### src/rtl/pipe_stage_buf_pkg.sv
// Shared pipeline definitions: per-boundary payload structs, the NOP encoding,
// the bubble (flush) payloads derived from them, and a small occupancy helper.
package pipe_stage_buf_pkg;

  localparam logic [31:0] NOP_INSTR = 32'h0000_0000;

  // IF/ID boundary payload.
  typedef struct packed {
    logic [31:0] pc;
    logic [31:0] instr;
  } if_id_t;

  // ID/EX boundary payload.
  typedef struct packed {
    logic [31:0] pc;
    logic [31:0] instr;
    logic [31:0] rs1_val;
    logic [31:0] rs2_val;
  } id_ex_t;

  // EX/MEM boundary payload.
  typedef struct packed {
    logic [31:0] instr;
    logic [31:0] alu_res;
    logic [31:0] st_data;
  } ex_mem_t;

  // MEM/WB boundary payload.
  typedef struct packed {
    logic [31:0] instr;
    logic [31:0] wb_data;
  } mem_wb_t;

  // Bubble payloads: zero PC/data with a NOP instruction.
  localparam if_id_t  IF_ID_FLUSH  = '{pc: 32'h0, instr: NOP_INSTR};
  localparam id_ex_t  ID_EX_FLUSH  = '{pc: 32'h0, instr: NOP_INSTR, rs1_val: 32'h0,
                                       rs2_val: 32'h0};
  localparam ex_mem_t EX_MEM_FLUSH = '{instr: NOP_INSTR, alu_res: 32'h0, st_data: 32'h0};
  localparam mem_wb_t MEM_WB_FLUSH = '{instr: NOP_INSTR, wb_data: 32'h0};

  // Number of occupied entries out of two.
  function automatic logic [1:0] occupancy(input logic m_valid, input logic s_valid);
    return {1'b0, m_valid} + {1'b0, s_valid};
  endfunction

endpackage

### src/rtl/pipe_skid_slot.sv
// Single valid+data storage slot of the elastic pipeline buffer.
// Ports:
//   clk_i, rst_i   clock, synchronous active-high reset
//   load_i         capture data_i and mark the slot valid
//   clear_i        empty the slot (wins over load_i)
//   data_i         payload to capture
//   flush_val_i    payload value held while the slot is empty
//   valid_o        slot holds a payload
//   data_o         held payload (flush_val_i after reset/clear)
module pipe_skid_slot
  import pipe_stage_buf_pkg::*;
#(
  parameter int unsigned DATA_W = 64
) (
  input  logic              clk_i,
  input  logic              rst_i,
  input  logic              load_i,
  input  logic              clear_i,
  input  logic [DATA_W-1:0] data_i,
  input  logic [DATA_W-1:0] flush_val_i,
  output logic              valid_o,
  output logic [DATA_W-1:0] data_o
);

  logic              valid_q, valid_d;
  logic [DATA_W-1:0] data_q, data_d;

  always_comb begin
    valid_d = valid_q;
    data_d  = data_q;
    if (clear_i) begin
      valid_d = 1'b0;
      data_d  = flush_val_i;
    end else if (load_i) begin
      valid_d = 1'b1;
      data_d  = data_i;
    end
  end

  always_ff @(posedge clk_i) begin
    if (rst_i) begin
      valid_q <= 1'b0;
      data_q  <= flush_val_i;
    end else begin
      valid_q <= valid_d;
      data_q  <= data_d;
    end
  end

  assign valid_o = valid_q;
  assign data_o  = data_q;

endmodule

### src/rtl/pipe_stage_buf.sv
// Elastic valid/ready pipeline register for any stage boundary, with flush to
// bubble and an optional second (skid) entry that makes ready_o a pure
// function of state, cutting the stall path back to the upstream stage.
// Ports:
//   clk_i, rst_i        clock, synchronous active-high reset
//   valid_i, data_i     upstream payload
//   ready_o             buffer accepts payload this cycle
//   valid_o, data_o     downstream payload (FLUSH_VAL while empty)
//   ready_i             downstream accepts
//   stall_i             hazard stall, behaves like ready_i = 0
//   flush_i             drop held and incoming payload
//   count_o             occupancy 0..2
module pipe_stage_buf
  import pipe_stage_buf_pkg::*;
#(
  parameter int unsigned       DATA_W    = 64,
  parameter bit                SKID      = 1'b1,
  parameter logic [DATA_W-1:0] FLUSH_VAL = '0
) (
  input  logic              clk_i,
  input  logic              rst_i,
  input  logic              valid_i,
  input  logic [DATA_W-1:0] data_i,
  output logic              ready_o,
  output logic              valid_o,
  output logic [DATA_W-1:0] data_o,
  input  logic              ready_i,
  input  logic              stall_i,
  input  logic              flush_i,
  output logic [1:0]        count_o
);

  logic              m_valid, s_valid;
  logic [DATA_W-1:0] m_data, s_data;
  logic              m_load, m_clear, s_load, s_clear;
  logic [DATA_W-1:0] m_din;
  logic              out_rdy, out_fire, in_fire;

  assign out_rdy  = ready_i & ~stall_i;
  assign out_fire = m_valid & out_rdy;
  assign in_fire  = valid_i & ready_o;

  // Skid mode: ready depends only on S so the upstream never sees ready_i/stall_i.
  assign ready_o = SKID ? (~s_valid & ~rst_i) : ((out_rdy | ~m_valid) & ~rst_i);

  always_comb begin
    m_load  = 1'b0;
    m_clear = 1'b0;
    s_load  = 1'b0;
    s_clear = 1'b0;
    m_din   = data_i;
    if (flush_i) begin
      // Incoming payload is consumed upstream but dropped here.
      m_clear = 1'b1;
      s_clear = 1'b1;
    end else if (SKID) begin
      if (out_fire) begin
        if (s_valid) begin
          m_load  = 1'b1;
          m_din   = s_data;
          s_clear = 1'b1;
        end else if (in_fire) begin
          m_load = 1'b1;
        end else begin
          m_clear = 1'b1;
        end
      end else if (in_fire) begin
        if (m_valid) begin
          s_load = 1'b1;
        end else begin
          m_load = 1'b1;
        end
      end
    end else begin
      if (in_fire) begin
        m_load = 1'b1;
      end else if (out_fire) begin
        m_clear = 1'b1;
      end
    end
  end

  pipe_skid_slot #(
    .DATA_W (DATA_W)
  ) u_m_slot (
    .clk_i       (clk_i),
    .rst_i       (rst_i),
    .load_i      (m_load),
    .clear_i     (m_clear),
    .data_i      (m_din),
    .flush_val_i (FLUSH_VAL),
    .valid_o     (m_valid),
    .data_o      (m_data)
  );

  if (SKID) begin : g_skid
    pipe_skid_slot #(
      .DATA_W (DATA_W)
    ) u_s_slot (
      .clk_i       (clk_i),
      .rst_i       (rst_i),
      .load_i      (s_load),
      .clear_i     (s_clear),
      .data_i      (data_i),
      .flush_val_i (FLUSH_VAL),
      .valid_o     (s_valid),
      .data_o      (s_data)
    );
  end else begin : g_no_skid
    assign s_valid = 1'b0;
    assign s_data  = FLUSH_VAL;
  end

  assign valid_o = m_valid;
  assign data_o  = m_valid ? m_data : FLUSH_VAL;
  assign count_o = occupancy(m_valid, s_valid);

endmodule
### config.mk
export PLATFORM = sky130hd
export DESIGN_NAME = pipe_stage_buf
export DESIGN_NICKNAME = d
export VERILOG_FILES = /design/src/rtl/pipe_stage_buf_pkg.sv /design/src/rtl/pipe_skid_slot.sv /design/src/rtl/pipe_stage_buf.sv
export SDC_FILE = /design/constraint.sdc
export NUM_CORES = 1
export LEC_CHECK = 0
export CAP_MARGIN = 30
export CELL_PAD_IN_SITES_DETAIL_PLACEMENT = 0
export CELL_PAD_IN_SITES_GLOBAL_PLACEMENT = 1
export CORE_MARGIN = 3
export CORE_UTILIZATION = 35
export CTS_CLUSTER_DIAMETER = 200
export DETAILED_ROUTE_END_ITERATION = 10
export PLACE_DENSITY_LB_ADDON = 0.08
export RECOVER_POWER = 25
export SLEW_MARGIN = 20
export SYNTH_ARGS = -nofsm -noshare
export SYNTH_HDL_FRONTEND = slang
export SYNTH_HIERARCHICAL = 1
export SYNTH_SLANG_ARGS = --single-unit
### constraint.sdc
create_clock -name clk_i -period 2.74 [get_ports clk_i]
set_input_delay 0.411 -clock clk_i [delete_from_list [all_inputs] [get_ports clk_i]]
set_output_delay 0.411 -clock clk_i [all_outputs]
set_load 0.005 [all_outputs]
==> impl_metrics.toml <==
[layout]
final_util = 0.4826
area_growth_syn_to_layout_pct = 34.83
mostFrequentLayoutCell = "mux2_4"
drive_gt1_frac = 0.3310
final_cell_area_um2 = 10210
num_antenna_cells = 0
stdcell_count = 991
fin_nets = 774
mostFrequentLayoutCells = "157 x mux2_4, 137 x clkdlybuf4s50_1, 128 x conb_1, 128 x edfxtp_1, 64 x and2_1"

[timing]
tns_ps = 0
finalSetupViolCount = 0
fmax_ghz = 0.4141
slew_violations = 0
rsz0062_at_grt = "no"
finalHoldViolations = 0
max_slew_margin = 0.1657
fin_crit_sh = 0.8813
clock_skew_ps = 7.863
tightest_slew_ps = 1251
fin_crit_ps = 2415

[placed_design]
port_buffers = 137
place_inst = 959
place.gp.congestion = 0.7019
hpwlAfterDp_mm = 9.930
placed_area_um2 = 9604

[setup_path]
r2r-start = "u_m_slot/valid_o$_SDFFE_PP0P_"
r2r_slack_ps = 410
required_ps = 3010
startpoint_type = "input pin"
cp_max_fo = 38
critPathCaptureType = "flip-flop"
reg2regPathDepth = 6
cp_data_arrival_time_ps = 2690
critPathKind = "in -> reg"
rr_endpoint = "u_m_slot/data_o[0]$_DFFE_PP_"

[route]
drtIter0Drc = 147
routed_wl_mm = 14.76
route.vias.total = 4082
dr.pass1.iters = 4
final_antenna_net_count = 0
avgRoutedWirePerCell_um = 14.89
drc = 0
avgViaCountPerCell = 4.119

[clock_network]
ctsResizeCount = 0
htree_num_levels = 4
postCtsHoldBufs = 0
cts_tree = "built"
cts_root_buffer = "clkbuf_16"
cts_setup_buffers = 0
clk_pin_slew_worst_paths_ps = 50
insertion_delay_ps = 410
ctsLongestPathBuffers = 2
clock_sinks = 130
numCtsBuffers = 17

[logic_synthesis]
syn_area_um2 = 7572
netlist.area_leader.share = 0.5076
netlist_instances = 434
synth-seq-cells = 130
synth_area_leaders = "edfxtp_1 51%, mux2_4 31%, and2_1 5.3%"
yosys.area.top_type = "edfxtp_1"
syn_area_per_cell_um2 = 17.45
ys_types = 22
synth_warnings = 6
seq_area_frac_synth = 0.5129

[floorplanning]
dieArea_um2 = 23440
fp.coreArea_um2 = 21150
initial_core_util = 0.3580
design.portCount = 138
die_h_um = 153.1
die_x_um = 153.1
rows = 53

[power]
p_total_mw = 5.603
power_density_nw_per_um2 = 548.8
seq_power_share = 0.434
switching_share = 0.1978
p_int_mw = 4.495
clock_power_share = 0.456
power.switching_mw = 1.108
p_leak_nw = 4.172
ir_drop_mv = 0.3761
pwr-share-comb = 0.111

[global_routing]
grt_pass1_vias = 4356
grt_max_degree = 59
grt_pass1_wl_mm = 23.62
antenna_found_initial = 0
grt_overflow_total = 0
grtUsageTotal = 0.1306

[hold_path]
hold_end = "g_skid.u_s_slot/valid_o$_SDFFE_PP0P_"
hp-start = "g_skid.u_s_slot/valid_o$_SDFFE_PP0P_"
min_path_type = "reg -> reg"
whs_path_depth = 1

[flow_run]
drv_cap = 0

[status]
status = "completed"
worst max-delay path, stage by stage:
cell and delay (ps):
clkdlybuf4s50_1 450, and3b_4 210, a21o_1 190, nor2_4 110, buf_2 950, mux2_2 330
worst max path at each step:
stage	start	to	slack [ps]	cells past startpoint
after detailed placement	stall_i	u_m_slot/data_o[63]$_DFFE_PP_	250	6
after floorplan	u_m_slot/valid_o$_SDFFE_PP0P_	u_m_slot/data_o[0]$_DFFE_PP_	540	5
after global placement	stall_i	u_m_slot/data_o[0]$_DFFE_PP_	280	6
after global routing	rst_i	u_m_slot/data_o[62]$_DFFE_PP_	170	7
final	stall_i	u_m_slot/data_o[63]$_DFFE_PP_	330	6
after CTS	u_m_slot/valid_o$_SDFFE_PP0P_	data_o[0]	360	3
cell families (layout without fill, tap and decap cells):
group,after synthesis,count (layout),share of synthesized area
other cells,1,128,0.0004952
buf+inv,29,184,0.05321
mux,192,192,0.3638
simple gates,76,76,0.06328
compound gates,5,5,0.004625
fa+ha+maj,1,1,0.001652
flops,130,130,0.5129
power groups by stage:
stage	logic, mW	clock network (mW)	registers, mW
6_report	0.620	2.55	2.43
4_1_cts	0.640	2.63	2.43
3_3_place_gp	0.623	0	2.46
5_1_grt	0.676	2.72	2.45
3_5_place_dp	0.637	0	2.47
2_1_floorplan	0.434	0	2.46
Yosys cell counts:
| master | instances |
|---|---|
| ha_1 | 1 |
| mux2_4 | 158 |
| buf_12 | 17 |
| edfxtp_1 | 128 |
| and3b_4 | 2 |
| buf_6 | 2 |
| a21oi_1 | 1 |
| clkbuf_1 | 7 |
| conb_1 | 1 |
| nand4b_1 | 1 |
| inv_1 | 1 |
| nor3_1 | 1 |
| buf_2 | 2 |
| o21a_1 | 2 |
| nor2_2 | 2 |
| and2_1 | 64 |
| nor2_1 | 4 |
| or3_1 | 2 |
| a21o_1 | 2 |
| mux2_1 | 4 |
| dfxtp_1 | 2 |
| mux2_2 | 30 |
layer usage:
layer  track usage  wire [um]  vias to the layer above
li1              -          -                     2039
met1        0.1449       6067                     1958
met2        0.2432       8005                       75
met3       0.03567        554                       10
met4       0.03818        133                        0
met5             0          0                        -
flip-flops by register name, summed over array words and instances, names as in the netlist:
| name | flops |
|---|---|
| g_skid.u_s_slot/valid_o | 1 |
| u_m_slot/data_o | 64 |
| u_m_slot/valid_o | 1 |
| g_skid.u_s_slot/data_o | 64 |
final cells by class:
cell class	instances	area, um2
Inverter	1	3.754
Sequential cell	130	3885
Clock buffer	18	429.2
Tap cell	275	344.1
Clock inverter	14	236.5
Multi-Input combinational cell	402	3770
Timing Repair Buffer	151	1541
Fill cell	1865	10940
per-stage QoR:
step / hold slack, ps / worst slack [ps]
finish: 614.5 / 325.1
global route: 631.8 / 169.7
CTS: 613.7 / 364.6
detailed placement: 606.5 / 245.9
global placement: 599.4 / 276.4
floorplan: 553.4 / 537.0
Note: power is estimated with default switching activity, not from simulation.
